File: src/rtl/halloween_pkg.sv
// Shared definitions for the Halloween program encoder: opcode values,
// opcode legality check and the assembler state type.
package halloween_pkg;

  localparam int unsigned OP_W  = 4;
  localparam int unsigned SLOTS = 4;

  localparam logic [3:0] OP_ON        = 4'h0;
  localparam logic [3:0] OP_RESET     = 4'h1;
  localparam logic [3:0] OP_NOOP      = 4'h2;
  localparam logic [3:0] OP_FOG       = 4'h3;
  localparam logic [3:0] OP_GREEN     = 4'h4;
  localparam logic [3:0] OP_PURPLE    = 4'h5;
  localparam logic [3:0] OP_ORANGE    = 4'h6;
  localparam logic [3:0] OP_SCREAMING = 4'h8;
  localparam logic [3:0] OP_CACKLING  = 4'h9;
  localparam logic [3:0] OP_BOO       = 4'hA;
  localparam logic [3:0] OP_WAVEHANDS = 4'hC;
  localparam logic [3:0] OP_MOVEJAW   = 4'hD;

  typedef enum logic [1:0] {
    EMPTY,
    FILL,
    FLUSH_WAIT
  } asm_state_e;

  function automatic logic is_legal_op(input logic [3:0] op);
    case (op)
      4'h7, 4'hB, 4'hE, 4'hF: return 1'b0;
      default:                return 1'b1;
    endcase
  endfunction

endpackage

File: src/rtl/halloween_program_encoder_if.sv
// Command-side and sequencer-side signals of the program encoder.
//   slave  : encoder view (takes opcodes/flush/word_ready, drives the rest)
//   master : command source / sequencer view
interface halloween_program_encoder_if #(
  parameter int unsigned OP_W  = 4,
  parameter int unsigned SLOTS = 4
);
  logic [OP_W-1:0]       op_in;
  logic                  op_valid;
  logic                  op_ready;
  logic                  flush;
  logic [OP_W*SLOTS-1:0] word_out;
  logic                  word_valid;
  logic                  word_ready;
  logic [2:0]            slot_count;
  logic [2:0]            fifo_count;
  logic                  illegal;

  modport slave (
    input  op_in, op_valid, flush, word_ready,
    output op_ready, word_out, word_valid, slot_count, fifo_count, illegal
  );

  modport master (
    output op_in, op_valid, flush, word_ready,
    input  op_ready, word_out, word_valid, slot_count, fifo_count, illegal
  );
endinterface

File: src/rtl/program_fifo.sv
// Synchronous FIFO for finished program words.
//   push/push_data : write (ignored when full)
//   pop            : read  (ignored when empty)
//   head/valid     : registered head entry, non-empty flag
//   full/count     : occupancy
module program_fifo #(
  parameter int unsigned W     = 16,
  parameter int unsigned DEPTH = 4
) (
  input  logic                       clk,
  input  logic                       rst,
  input  logic                       push,
  input  logic [W-1:0]               push_data,
  input  logic                       pop,
  output logic [W-1:0]               head,
  output logic                       valid,
  output logic                       full,
  output logic [$clog2(DEPTH):0]     count
);
  localparam int unsigned AW = $clog2(DEPTH);

  logic [W-1:0]  mem_q [DEPTH];
  logic [AW-1:0] wr_q, rd_q;
  logic [AW:0]   cnt_q;
  logic          do_push, do_pop;

  assign valid   = (cnt_q != '0);
  assign full    = (cnt_q == (AW+1)'(DEPTH));
  assign do_push = push && !full;
  assign do_pop  = pop && valid;
  assign head    = mem_q[rd_q];
  assign count   = cnt_q;

  always_ff @(posedge clk or negedge rst) begin
    if (!rst) begin
      for (int unsigned i = 0; i < DEPTH; i++) mem_q[i] <= '0;
      wr_q  <= '0;
      rd_q  <= '0;
      cnt_q <= '0;
    end else begin
      if (do_push) begin
        mem_q[wr_q] <= push_data;
        wr_q        <= wr_q + 1'b1;
      end
      if (do_pop) rd_q <= rd_q + 1'b1;
      case ({do_push, do_pop})
        2'b10:   cnt_q <= cnt_q + 1'b1;
        2'b01:   cnt_q <= cnt_q - 1'b1;
        default: cnt_q <= cnt_q;
      endcase
    end
  end
endmodule

File: src/rtl/halloween_program_encoder.sv
// Packs 4-bit decoration opcodes into program words (slot 0 in the low
// nibble), closes partial words on flush with NOOP padding, and buffers
// finished words for the sequencer.
//   clk, rst : clock, asynchronous active-low reset
//   bus      : opcode handshake, flush, word handshake, status outputs
module halloween_program_encoder #(
  parameter int unsigned OP_W       = halloween_pkg::OP_W,
  parameter int unsigned SLOTS      = halloween_pkg::SLOTS,
  parameter int unsigned FIFO_DEPTH = 4
) (
  input  logic                        clk,
  input  logic                        rst,
  halloween_program_encoder_if.slave  bus
);
  import halloween_pkg::*;

  localparam int unsigned WW = OP_W * SLOTS;
  localparam int unsigned CW = $clog2(FIFO_DEPTH) + 1;

  asm_state_e    state_q, state_d;
  logic [2:0]    slot_q, slot_d, cur_slot;
  logic [WW-1:0] word_q, word_d, cur_word, push_word;
  logic          illegal_q, illegal_d;
  logic          push, fifo_full, accept, op_is_on;
  logic [CW-1:0] fifo_cnt;

  assign op_is_on = (bus.op_in == OP_W'(OP_ON));
  assign bus.op_ready = (state_q != FLUSH_WAIT) &&
                        (!fifo_full || (slot_q < 3'(SLOTS - 1) && !(slot_q == '0 && op_is_on)));
  assign accept = bus.op_valid && bus.op_ready;

  // The opcode is folded into cur_word/cur_slot first so a same-cycle flush
  // pads the word that already contains it.
  always_comb begin
    state_d   = state_q;
    slot_d    = slot_q;
    word_d    = word_q;
    illegal_d = 1'b0;
    push      = 1'b0;
    push_word = '0;
    cur_slot  = slot_q;
    cur_word  = word_q;
    if (state_q == FLUSH_WAIT) begin
      if (!fifo_full) begin
        push      = 1'b1;
        push_word = word_q;
        for (int unsigned i = 0; i < SLOTS; i++)
          if (i >= 32'(slot_q)) push_word[i*OP_W +: OP_W] = OP_W'(OP_NOOP);
        slot_d  = '0;
        word_d  = '0;
        state_d = EMPTY;
      end
    end else begin
      if (accept) begin
        if (!is_legal_op(4'(bus.op_in))) begin
          illegal_d = 1'b1;
        end else if (op_is_on) begin
          if (slot_q == '0) push = 1'b1;
          else              illegal_d = 1'b1;
        end else begin
          for (int unsigned i = 0; i < SLOTS; i++)
            if (i == 32'(slot_q)) cur_word[i*OP_W +: OP_W] = bus.op_in;
          if (slot_q == 3'(SLOTS - 1)) begin
            push      = 1'b1;
            push_word = cur_word;
            cur_slot  = '0;
            cur_word  = '0;
          end else begin
            cur_slot = slot_q + 3'd1;
          end
        end
      end
      state_d = (cur_slot == '0) ? EMPTY : FILL;
      if (bus.flush && cur_slot != '0) begin
        if (!fifo_full) begin
          push      = 1'b1;
          push_word = cur_word;
          for (int unsigned i = 0; i < SLOTS; i++)
            if (i >= 32'(cur_slot)) push_word[i*OP_W +: OP_W] = OP_W'(OP_NOOP);
          cur_slot = '0;
          cur_word = '0;
          state_d  = EMPTY;
        end else begin
          state_d = FLUSH_WAIT;
        end
      end
      slot_d = cur_slot;
      word_d = cur_word;
    end
  end

  always_ff @(posedge clk or negedge rst) begin
    if (!rst) begin
      state_q   <= EMPTY;
      slot_q    <= '0;
      word_q    <= '0;
      illegal_q <= 1'b0;
    end else begin
      state_q   <= state_d;
      slot_q    <= slot_d;
      word_q    <= word_d;
      illegal_q <= illegal_d;
    end
  end

  program_fifo #(
    .W     (WW),
    .DEPTH (FIFO_DEPTH)
  ) u_fifo (
    .clk       (clk),
    .rst       (rst),
    .push      (push),
    .push_data (push_word),
    .pop       (bus.word_ready),
    .head      (bus.word_out),
    .valid     (bus.word_valid),
    .full      (fifo_full),
    .count     (fifo_cnt)
  );

  assign bus.fifo_count = 3'(fifo_cnt);
  assign bus.slot_count = slot_q;
  assign bus.illegal    = illegal_q;
endmodule

File: src/flat_wrapper.sv
// flat-port wrapper written by rule: the top's interface ports become plain ports
module halloween_program_encoder_flat import halloween_pkg::*;
#(
  parameter int unsigned OP_W       = halloween_pkg::OP_W,
  parameter int unsigned SLOTS      = halloween_pkg::SLOTS,
  parameter int unsigned FIFO_DEPTH = 4
)
  (clk, rst, bus_op_in, bus_op_valid, bus_flush, bus_word_ready, bus_op_ready, bus_word_out, bus_word_valid, bus_slot_count, bus_fifo_count, bus_illegal);
  halloween_program_encoder_if #(.OP_W(OP_W), .SLOTS(SLOTS)) bus_i ();
  input  logic clk;
  input  logic rst;
  input wire logic [$bits(bus_i.op_in)-1:0] bus_op_in;
  input wire logic [$bits(bus_i.op_valid)-1:0] bus_op_valid;
  input wire logic [$bits(bus_i.flush)-1:0] bus_flush;
  input wire logic [$bits(bus_i.word_ready)-1:0] bus_word_ready;
  output wire logic [$bits(bus_i.op_ready)-1:0] bus_op_ready;
  output wire logic [$bits(bus_i.word_out)-1:0] bus_word_out;
  output wire logic [$bits(bus_i.word_valid)-1:0] bus_word_valid;
  output wire logic [$bits(bus_i.slot_count)-1:0] bus_slot_count;
  output wire logic [$bits(bus_i.fifo_count)-1:0] bus_fifo_count;
  output wire logic [$bits(bus_i.illegal)-1:0] bus_illegal;
  assign bus_i.op_in = bus_op_in;
  assign bus_i.op_valid = bus_op_valid;
  assign bus_i.flush = bus_flush;
  assign bus_i.word_ready = bus_word_ready;
  assign bus_op_ready = bus_i.op_ready;
  assign bus_word_out = bus_i.word_out;
  assign bus_word_valid = bus_i.word_valid;
  assign bus_slot_count = bus_i.slot_count;
  assign bus_fifo_count = bus_i.fifo_count;
  assign bus_illegal = bus_i.illegal;
  halloween_program_encoder #(.OP_W(OP_W), .SLOTS(SLOTS), .FIFO_DEPTH(FIFO_DEPTH)) u_core (.clk(clk), .rst(rst), .bus(bus_i));
endmodule
File: config.mk
export PLATFORM = sky130hd
export DESIGN_NAME = halloween_program_encoder_flat
export DESIGN_NICKNAME = d
export VERILOG_FILES = /design/src/rtl/halloween_pkg.sv /design/src/rtl/halloween_program_encoder_if.sv /design/src/rtl/program_fifo.sv /design/src/rtl/halloween_program_encoder.sv /design/src/flat_wrapper.sv
export SDC_FILE = /design/constraint.sdc
export NUM_CORES = 1
export LEC_CHECK = 0
export ABC_AREA = 1
export ABC_CLOCK_PERIOD_IN_PS = 4100
export BUFFER_PORTS_ARGS = -buffer_cell sky130_fd_sc_hd__buf_2
export CORE_ASPECT_RATIO = 1.1
export CORE_UTILIZATION = 32
export CTS_CLUSTER_SIZE = 30
export DETAILED_ROUTE_END_ITERATION = 8
export HOLD_SLACK_MARGIN = 0.03
export SLEW_MARGIN = 20
export SYNTH_ARGS = -nofsm -noshare
export SYNTH_HDL_FRONTEND = slang
export SYNTH_SLANG_ARGS = --single-unit
File: constraint.sdc
create_clock -name clk -period 4.1 [get_ports clk]
set_input_delay 0.41 -clock clk [delete_from_list [all_inputs] [get_ports clk]]
set_output_delay 0.41 -clock clk [all_outputs]
set_load 0.02 [all_outputs]
==> flow_summary.json, run 1 <==
{
  "status": "finished clean",
  "synth_seq_cells": 93,
  "min_period_ns": 3.28,
  "fin_cells": 986,
  "clk_latency_ns": 0.35,
  "p_leak_nw": 3.07,
  "syn_avg_cell_area_um2": 7.53,
  "drcViolationCount": 0,
  "drtIter0Drc": 380,
  "whs_ns": 0.156,
  "synth.top_cell.area_share": 0.422,
  "ant_nets": 0,
  "final_common_cell": "nand2_1",
  "cp.required_ns": 4.32,
  "grt_antenna_before_repair": 0,
  "ctsRootBufferMaster": "clkbuf_16",
  "cts_tree": "yes",
  "maxCapViolations": 0,
  "cts.repair.resized": 0,
  "yosysSeqAreaShare": 0.422,
  "worst_clock_skew_ns": 0.00559,
  "crit_path_max_fanout": 13,
  "yosys.area.top_type": "dfrtp_1",
  "hold_viol_final": 0,
  "slew_headroom": 0.326,
  "clockBufferDepth": 2,
  "first_global_vias": 4596,
  "start_kind": "flip-flop",
  "layout_common_cells": "nand2_1, dfrtp_1, o21ai_0, nor2_1, inv_1",
  "peakVddDrop_mv": 0.312,
  "synth_edf_count": 0,
  "r2r_start": "u_core.bus.slot_count[0]",
  "post-dp-hpwl_mm": 9.46,
  "async_reset_ff_frac": 1.00,
  "finalMaxSlewViolations": 0,
  "ioPinCount": 34,
  "numCtsBuffers": 9,
  "core_area_um2": 16600,
  "yosysUniqueCellTypes": 36,
  "r2r_cells": 17,
  "worstPathArrival_ns": 3.51,
  "num_antenna_cells": 0,
  "clk_transition_reported_paths_ns": 0.07,
  "yosysWarnings": 0,
  "io_buffers": 33,
  "via_per_inst": 4.85,
  "grt_usage": 0.174,
  "overflow": 0,
  "syn-cell-area_um2": 5510,
  "synthTopCellsByArea": "dfrtp_1, nand2_1, o21ai_0",
  "startpoint": "u_core.bus.slot_count[0]",
  "path_class": "flip-flop to flip-flop",
  "dpl.cell_count": 970,
  "rsz0062_at_grt": "false",
  "netlist_instances": 732,
  "grt_max_degree": 68,
  "fin_crit_sh": 0.801,
  "clkSinkCount": 93,
  "dr.pass1.iters": 5,
  "final_nets": 770,
  "die_w_um": 127,
  "worstMarginPinSlew_ns": 1.01,
  "vias": 4780,
  "start_util": 0.332,
  "hp-class": "input pin to asynchronous set/reset pin",
  "cts_setup_buffers": 0,
  "post_drt_wl_per_cell_um": 14.8,
  "setup_viol": 0,
  "end_kind": "flip-flop",
  "syn_nets": 750,
  "finalPower_mw": 4.91,
  "fmax_mhz": 304,
  "die_y_um": 140,
  "synth-main-ff-cell": "dfrtp_1",
  "cts.htree.levels": 3,
  "place.gp.congestion": 0.920,
  "dieArea_um2": 17700,
  "r2r_slack_ns": 0.82,
  "setup_tns_ns": 0,
  "cts_hold_buf": 0,
  "grt_pass1_wl_mm": 23.9,
  "wirelength_mm": 14.6,
  "num_rows": 49,
  "power_density_nw_per_um2": 810,
  "area.growth.synth_to_final_pct": 10.1,
  "worstReg2RegEnd": "u_core.u_fifo.count[2]",
  "layout-drive-gt1-share": 0.161
}
[power by group]
group / switching [mW] / total [mW] / internal, mW
clock: 0.360 / 0.804 / 0.444
combinational: 1.79 / 2.59 / 0.799
sequential: 0.263 / 1.52 / 1.25
total: 2.42 / 4.91 / 2.50
[state kept, by name, indices dropped and copies added, names as in the netlist]
signal,flops
u_core.word_q,16
u_core.bus.slot_count,3
u_core.state_q,2
u_core.u_fifo.mem_q,64
u_core.u_fifo.wr_q,2
u_core.bus.illegal,1
u_core.u_fifo.rd_q,2
u_core.u_fifo.count,3
[metal layers]
| layer | wire length, um | share of wire | vias up | global-route usage |
|---|---|---|---|---|
| met1 | 6770 | 0.46 | 2248 | 0.237 |
| li1 | - | - | 2377 | - |
| met3 | 701 | 0.048 | 21 | 0.0231 |
| met5 | 0 | 0 | - | 0 |
| met4 | 357 | 0.024 | 0 | 0.0852 |
| met2 | 6760 | 0.46 | 134 | 0.271 |
[synth_stat cells, drive strengths merged (5+ instances only)]
master	instances
buf	18
nand2	315
a21oi	6
xor2	5
ha	8
dfrtp	93
inv	59
nor2	60
o22ai	30
clkbuf	10
o21ai	78
nand3	38
[cells by family after synthesis]
| kind of cell | count (synthesis) | share of synthesized area |
|---|---|---|
| flip-flops | 93 | 0.422 |
| AND/OR/NAND/NOR | 420 | 0.347 |
| XOR/XNOR | 6 | 0.00954 |
| adder cells (fa/ha/maj) | 9 | 0.0218 |
| buffers and inverters | 89 | 0.0856 |
| AO/OA/AOI/OAI | 115 | 0.114 |
[cell type report]
cell class / count / area [um^2]
Clock buffer: 13 / 260
Clock inverter: 3 / 20.0
Fill cell: 1784 / 10500
Inverter: 61 / 264
Multi-Input combinational cell: 550 / 2710
Sequential cell: 93 / 2330
Tap cell: 229 / 287
Timing Repair Buffer: 37 / 198
[critical path, cell delays in order (launching register included)]
cell,delay [ns]
dfrtp_1,0.49
inv_1,0.18
ha_1,0.25
nand3_1,0.08
nand2_1,0.06
nand2_2,0.08
nand3_4,0.15
o21ai_2,0.28
nand3_4,0.16
nand2_4,0.13
nand3_4,0.09
nand2_8,0.17
ha_1,0.17
inv_1,0.07
fa_1,0.37
a21oi_1,0.14
o21ai_0,0.11
xor2_1,0.15
[worst max-delay path by stage]
stage	end	slack, ns	depth (start not counted)
finish	u_core.u_fifo.count[2]	0.82	17
global route	u_core.u_fifo.count[2]	0.55	17
CTS	u_core.u_fifo.count[2]	0.81	17
detailed placement	u_core.u_fifo.count[2]	0.82	17
global placement	u_core.u_fifo.count[2]	0.92	17
floorplan	u_core.u_fifo.count[2]	0.96	18
[through the flow]
| stage | cell area, um^2 | utilization | setup WS (ns) |
|---|---|---|---|
| 4_1_cts | 6070 | 0.365 | 0.806 |
| 3_3_place_gp | 5790 | 0.348 | 0.922 |
| 3_5_place_dp | 5790 | 0.348 | 0.820 |
| 6_report | 6070 | 0.365 | 0.816 |
| 2_1_floorplan | 5510 | - | 0.963 |
| 5_1_grt | 6070 | 0.365 | 0.546 |
Power figures use the tool's default switching activity.
==> inputs of run 2 (changes only) <==
--- a/config.mk
+++ b/config.mk
@@ -6,7 +6,7 @@
 export NUM_CORES = 1
 export LEC_CHECK = 0
 export ABC_AREA = 1
-export ABC_CLOCK_PERIOD_IN_PS = 4100
+export ABC_CLOCK_PERIOD_IN_PS = 2700
 export BUFFER_PORTS_ARGS = -buffer_cell sky130_fd_sc_hd__buf_2
 export CORE_ASPECT_RATIO = 1.1
 export CORE_UTILIZATION = 32
==> constraint.sdc (replaced) <==
create_clock -name clk -period 2.7 [get_ports clk]
set_input_delay 0.27 -clock clk [delete_from_list [all_inputs] [get_ports clk]]
set_output_delay 0.27 -clock clk [all_outputs]
set_load 0.02 [all_outputs]
==> run 2 against run 1 <==
Critical path depth is 1 lower. Sequential share of layout area is 2.6 points lower. Critical endpoint unchanged. Combinational power is 72% higher. Worst setup slack worse by 0.77 ns. First-iteration DRC count fell by 10%. Cell count is 3.2% higher. Clock skew barely moved. Via count rose by 2.1%. Clock power rose by 73%. Fmax is 24% higher. Sequential power rose by 47%. Power grew 65%.
==> flow_summary.json, run 2 (synthesis results as in run 1) <==
{
  "status": "finished clean",
  "ant_nets": 0,
  "fin_crit_sh": 0.983,
  "io_buffers": 33,
  "grt_max_degree": 41,
  "finalPower_mw": 8.10,
  "peakVddDrop_mv": 0.540,
  "setup_viol": 0,
  "clockBufferDepth": 2,
  "hp-class": "input pin to flip-flop",
  "final_common_cell": "nand2_1",
  "numCtsBuffers": 9,
  "clkPwrFrac": 0.172,
  "p_sw_frac": 0.469,
  "dpl.cell_count": 996,
  "min_period_ns": 2.65,
  "num_antenna_cells": 0,
  "start_kind": "flip-flop",
  "clkSinkCount": 93,
  "drtIter0Drc": 341,
  "worstPathArrival_ns": 2.88,
  "grt_antenna_before_repair": 0,
  "core_area_um2": 16600,
  "die_y_um": 140,
  "top_register": "u_core.u_fifo.mem_q",
  "hold_viol_final": 0,
  "grt_pass1_wl_mm": 25.3,
  "overflow": 0,
  "clk_transition_reported_paths_ns": 0.06,
  "p_comb_frac": 0.551,
  "grt_usage": 0.182,
  "largest_register_ffs": 64,
  "maxCapViolations": 0,
  "power_density_nw_per_um2": 1240,
  "ctsRootBufferMaster": "clkbuf_16",
  "place.gp.congestion": 0.886,
  "drcViolationCount": 0,
  "fmax_mhz": 377,
  "die_w_um": 127,
  "num_rows": 49,
  "post-dp-hpwl_mm": 10.3,
  "via_per_inst": 4.79,
  "max_stage_delay_ns": 0.43,
  "num-fill-cells": 1740,
  "final_nets": 803,
  "dieArea_um2": 17700,
  "vias": 4881,
  "layout-drive-gt1-share": 0.213,
  "power.share.sequential": 0.277,
  "cp.required_ns": 2.92,
  "end_kind": "flip-flop",
  "ioPinCount": 34,
  "p_leak_nw": 3.29,
  "dr.pass1.iters": 4,
  "p_sw_mw": 3.80,
  "worst_clock_skew_ns": 0.00555,
  "worstMarginPinSlew_ns": 0.636,
  "final_util": 0.392,
  "start_util": 0.332,
  "cts_tree": "yes",
  "layout_common_cells": "nand2_1, dfrtp_1, o21ai_0, nor2_1, inv_1",
  "fin_cells": 1018,
  "path_class": "flip-flop to flip-flop",
  "cts.htree.levels": 3,
  "area.growth.synth_to_final_pct": 18.2,
  "reg_top3": "u_core.u_fifo.mem_q (64), u_core.word_q (16)",
  "wirelength_mm": 15.1,
  "post_drt_wl_per_cell_um": 14.8,
  "rsz0062_at_grt": "true",
  "first_global_vias": 4775,
  "slowest_stage": "dfrtp_2",
  "crit_path_max_fanout": 4,
  "finalMaxSlewViolations": 0,
  "slew_headroom": 0.575,
  "clk_latency_ns": 0.35,
  "p_int_mw": 4.30,
  "crit_path_cell_trace": "buf_4 > ha_1 > xor2_1 > nand3_2 > nand2_2 > o21ai_4 > nand3_4 > nand2_4 > nand3_4 > nand2_8 > ha_4 > inv_2 > fa_2 > a21oi_2 > o21ai_1 > xor2_1"
}
[run 2: power groups by stage]
stage               Combinational, mW  Sequential [mW]  Clock (mW)
global placement                 4.35             2.26           0
floorplan                        3.07             2.26           0
global route                     4.98             2.30        1.48
CTS                              4.39             2.25        1.43
detailed placement               4.36             2.27           0
finish                           4.46             2.24        1.39
[run 2: layout make-up]
class | count | area (um^2) | area share
multi-input cells | 551 | 2800 | 0.430
flip-flops and latches | 93 | 2330 | 0.358
repair buffers | 69 | 503 | 0.0772
well taps | 229 | 287 | 0.0440
inverters | 61 | 269 | 0.0413
clock buffers | 12 | 256 | 0.0394
clock inverters | 3 | 68.8 | 0.0106
[run 2: worst paths after layout]
check,start,end,slack [ns],cells after the start
max,u_core.bus.slot_count[0],u_core.u_fifo.count[2],0.05,16
min,bus_op_valid,u_core.bus.illegal,0.26,3
max reg2reg,u_core.bus.slot_count[0],u_core.u_fifo.count[2],0.05,16
min reg2reg,u_core.u_fifo.mem_q[19],u_core.u_fifo.mem_q[19],0.48,2
max in group asynchronous,rst,u_core.u_fifo.mem_q[51],1.56,3
min in group asynchronous,rst,u_core.u_fifo.mem_q[56],0.46,2
[run 2: metal layers]
| metal | GRT usage | wire length [um] |
|---|---|---|
| met1 | 0.256 | 7060 |
| met2 | 0.283 | 7020 |
| met3 | 0.0238 | 682 |
| met4 | 0.0746 | 353 |
| met5 | 0 | 0 |
[run 2: timing repair]
item / in CTS / in global routing
gates resized for setup: 1 / 7
gates cloned: 0 / 1
pin swaps: 1 / 5
endpoints found under the setup margin: 1 / 52
hold endpoints to repair: 38 / 0
hold buffers: 1 / 0
buffers inserted: 0 / 5
[run 2: worst max-delay path: cells and delay by family, from the launching register on]
| family | cells | cell delay (ns) |
|---|---|---|
| buffers and inverters | 2 | 0.20 |
| AND/OR/NAND/NOR | 6 | 0.54 |
| adder cells (fa/ha/maj) | 3 | 0.67 |
| AO/OA/AOI/OAI | 3 | 0.38 |
| XOR/XNOR | 2 | 0.30 |
| flip-flops | 1 | 0.43 |
[run 2: stage by stage]
stage                     setup slack, ns  area (um^2)  hold WS [ns]  TNS, ns
after floorplan                    -0.114         5560       -0.0256   -0.132
after global placement            0.00187         6090         0.309        0
after detailed placement          -0.0336         6090         0.304  -0.0336
after CTS                         0.00963         6440         0.287        0
after global routing               -0.113         6510         0.272   -0.201
final                              0.0450         6510         0.261        0
==> inputs of run 3 (changes only) <==
--- a/config.mk
+++ b/config.mk
@@ -10,6 +10,7 @@
 export BUFFER_PORTS_ARGS = -buffer_cell sky130_fd_sc_hd__buf_2
 export CORE_ASPECT_RATIO = 1.1
 export CORE_UTILIZATION = 32
+export CTS_BUF_LIST = sky130_fd_sc_hd__clkbuf_16
 export CTS_CLUSTER_SIZE = 30
 export DETAILED_ROUTE_END_ITERATION = 8
 export HOLD_SLACK_MARGIN = 0.03
==> run 3 against run 2 <==
Via count up 0.49%. Design area down 0.31%. Clock skew about the same. Sequential share of layout area up 0.11 points. Critical path type unchanged. Highest routed layer unchanged.
==> flow_summary.json, run 3 (synthesis results as in run 1) <==
{
  "area.growth.synth_to_final_pct": 17.8,
  "slew_headroom": 0.575,
  "power_density_nw_per_um2": 1240,
  "top_register": "u_core.u_fifo.mem_q",
  "p_leak_nw": 3.28,
  "ant_nets": 0,
  "worstPathArrival_ns": 2.88,
  "end_kind": "flip-flop",
  "die_w_um": 127,
  "critPathBufInv": 2,
  "setup_viol": 0,
  "largest_register_ffs": 64,
  "grt_usage": 0.182,
  "layout_common_cells": "nand2_1, dfrtp_1, o21ai_0, nor2_1, inv_1",
  "drcViolationCount": 0,
  "ff_latch_area_um2": 2330,
  "fin_crit_sh": 0.984,
  "clk_latency_ns": 0.35,
  "grt_pass1_wl_mm": 25.2,
  "hp-class": "input pin to flip-flop",
  "io_buffers": 33,
  "die_y_um": 140,
  "final_common_cell": "nand2_1",
  "whs_ns": 0.264,
  "num-fill-cells": 1742,
  "dieArea_um2": 17700,
  "clk_transition_reported_paths_ns": 0.06,
  "cts_tree": "yes",
  "cts.htree.levels": 3,
  "crit_path_cell_trace": "buf_4 > ha_1 > xor2_1 > nand3_2 > nand2_2 > o21ai_4 > nand3_4 > nand2_4 > nand3_4 > nand2_8 > ha_4 > inv_2 > fa_2 > a21oi_2 > o21ai_1 > xor2_1",
  "slowest_stage": "dfrtp_2",
  "fin_cells": 1018,
  "setup_tns_ns": 0,
  "first_global_vias": 4771,
  "final_util": 0.391,
  "dr.pass1.iters": 5,
  "start_kind": "flip-flop",
  "overflow": 0,
  "max_stage_delay_ns": 0.43,
  "grt_max_degree": 41,
  "post_drt_wl_per_cell_um": 14.8,
  "multiInputGateArea_um2": 2800,
  "num_rows": 49,
  "cp.required_ns": 2.92,
  "post-dp-hpwl_mm": 10.3,
  "vias": 4905,
  "hold_viol_final": 0,
  "clockBufferDepth": 2,
  "core_area_um2": 16600,
  "critical-path-top-delay-family": "adder cells",
  "crit_path_max_fanout": 4,
  "final_nets": 803,
  "numCtsBuffers": 9,
  "peakVddDrop_mv": 0.540,
  "num_antenna_cells": 0,
  "clkSinkCount": 93,
  "via_per_inst": 4.82,
  "min_period_ns": 2.66,
  "rsz0062_at_grt": "true",
  "grt_antenna_before_repair": 0,
  "maxCapViolations": 0,
  "finalPower_mw": 8.04,
  "dpl.cell_count": 996,
  "ctsRootBufferMaster": "clkbuf_16",
  "worstMarginPinSlew_ns": 0.636,
  "path_class": "flip-flop to flip-flop",
  "status": "finished clean",
  "ioPinCount": 34,
  "finalMaxSlewViolations": 0,
  "drtIter0Drc": 329,
  "wirelength_mm": 15.1,
  "fmax_mhz": 376,
  "layout-drive-gt1-share": 0.210,
  "reg_top3": "u_core.u_fifo.mem_q (64), u_core.word_q (16)",
  "start_util": 0.332,
  "place.gp.congestion": 0.886,
  "worst_clock_skew_ns": 0.00561
}
## run 3: cell count changes in the layout (fill, tap and decap cells not counted)
cell,change
clkbuf_8,-2
inv_1,+1
clkinv_1,+2
clkbuf_1,-1
## run 3: tightest hold or removal path, cell delays in order
cell	delay, ns
buf_2	0.14
nand3_4	0.11
nor2_1	0.06
## run 3: layout make-up
cell class | instances | area share
Multi-Input combinational cell | 551 | 0.431
Sequential cell | 93 | 0.359
Timing Repair Buffer | 69 | 0.0775
Tap cell | 229 | 0.0441
Inverter | 61 | 0.0414
Clock buffer | 9 | 0.0347
Clock inverter | 6 | 0.0123
## run 3: final timing paths
kind                                      endpoint  slack, ns  cells past startpoint                      from
max                         u_core.u_fifo.count[2]       0.04                     16  u_core.bus.slot_count[0]
min                             u_core.bus.illegal       0.26                      3              bus_op_valid
max reg2reg                 u_core.u_fifo.count[2]       0.04                     16  u_core.bus.slot_count[0]
min reg2reg                u_core.u_fifo.mem_q[21]       0.48                      2   u_core.u_fifo.mem_q[21]
max in group asynchronous  u_core.u_fifo.mem_q[35]       1.55                      3                       rst
min in group asynchronous  u_core.u_fifo.mem_q[56]       0.47                      2                       rst
## run 3: timing repair
item                                    CTS  global route
gates resized for setup                   1             7
pin swaps                                 1             5
hold buffers                              1             0
endpoints found under the setup margin    1            52
setup buffers                             0             5
cloned                                    0             1
endpoints found under the hold margin    38             0
## run 3: metal layers
layer | GRT usage | wire length, um | up-vias
met2 | 0.282 | 6990 | 123
met4 | 0.0746 | 353 | 0
li1 | - | - | 2451
met3 | 0.0238 | 739 | 27
met5 | 0 | 0 | -
met1 | 0.256 | 7010 | 2304
## run 3: power by group
| group | total, mW | leakage [nW] | switching [mW] | internal [mW] |
|---|---|---|---|---|
| Combinational | 4.46 | 1.91 | 2.93 | 1.53 |
| Sequential | 2.24 | 1.22 | 0.335 | 1.91 |
| Clock | 1.33 | 0.152 | 0.533 | 0.798 |
## run 3: through the flow
stage / setup WS, ns / cell area [um^2]
after floorplan: -0.114 / 5560
after CTS: 0.00963 / 6420
final: 0.0421 / 6490
after detailed placement: -0.0336 / 6090
after global placement: 0.00187 / 6090
after global routing: -0.113 / 6490
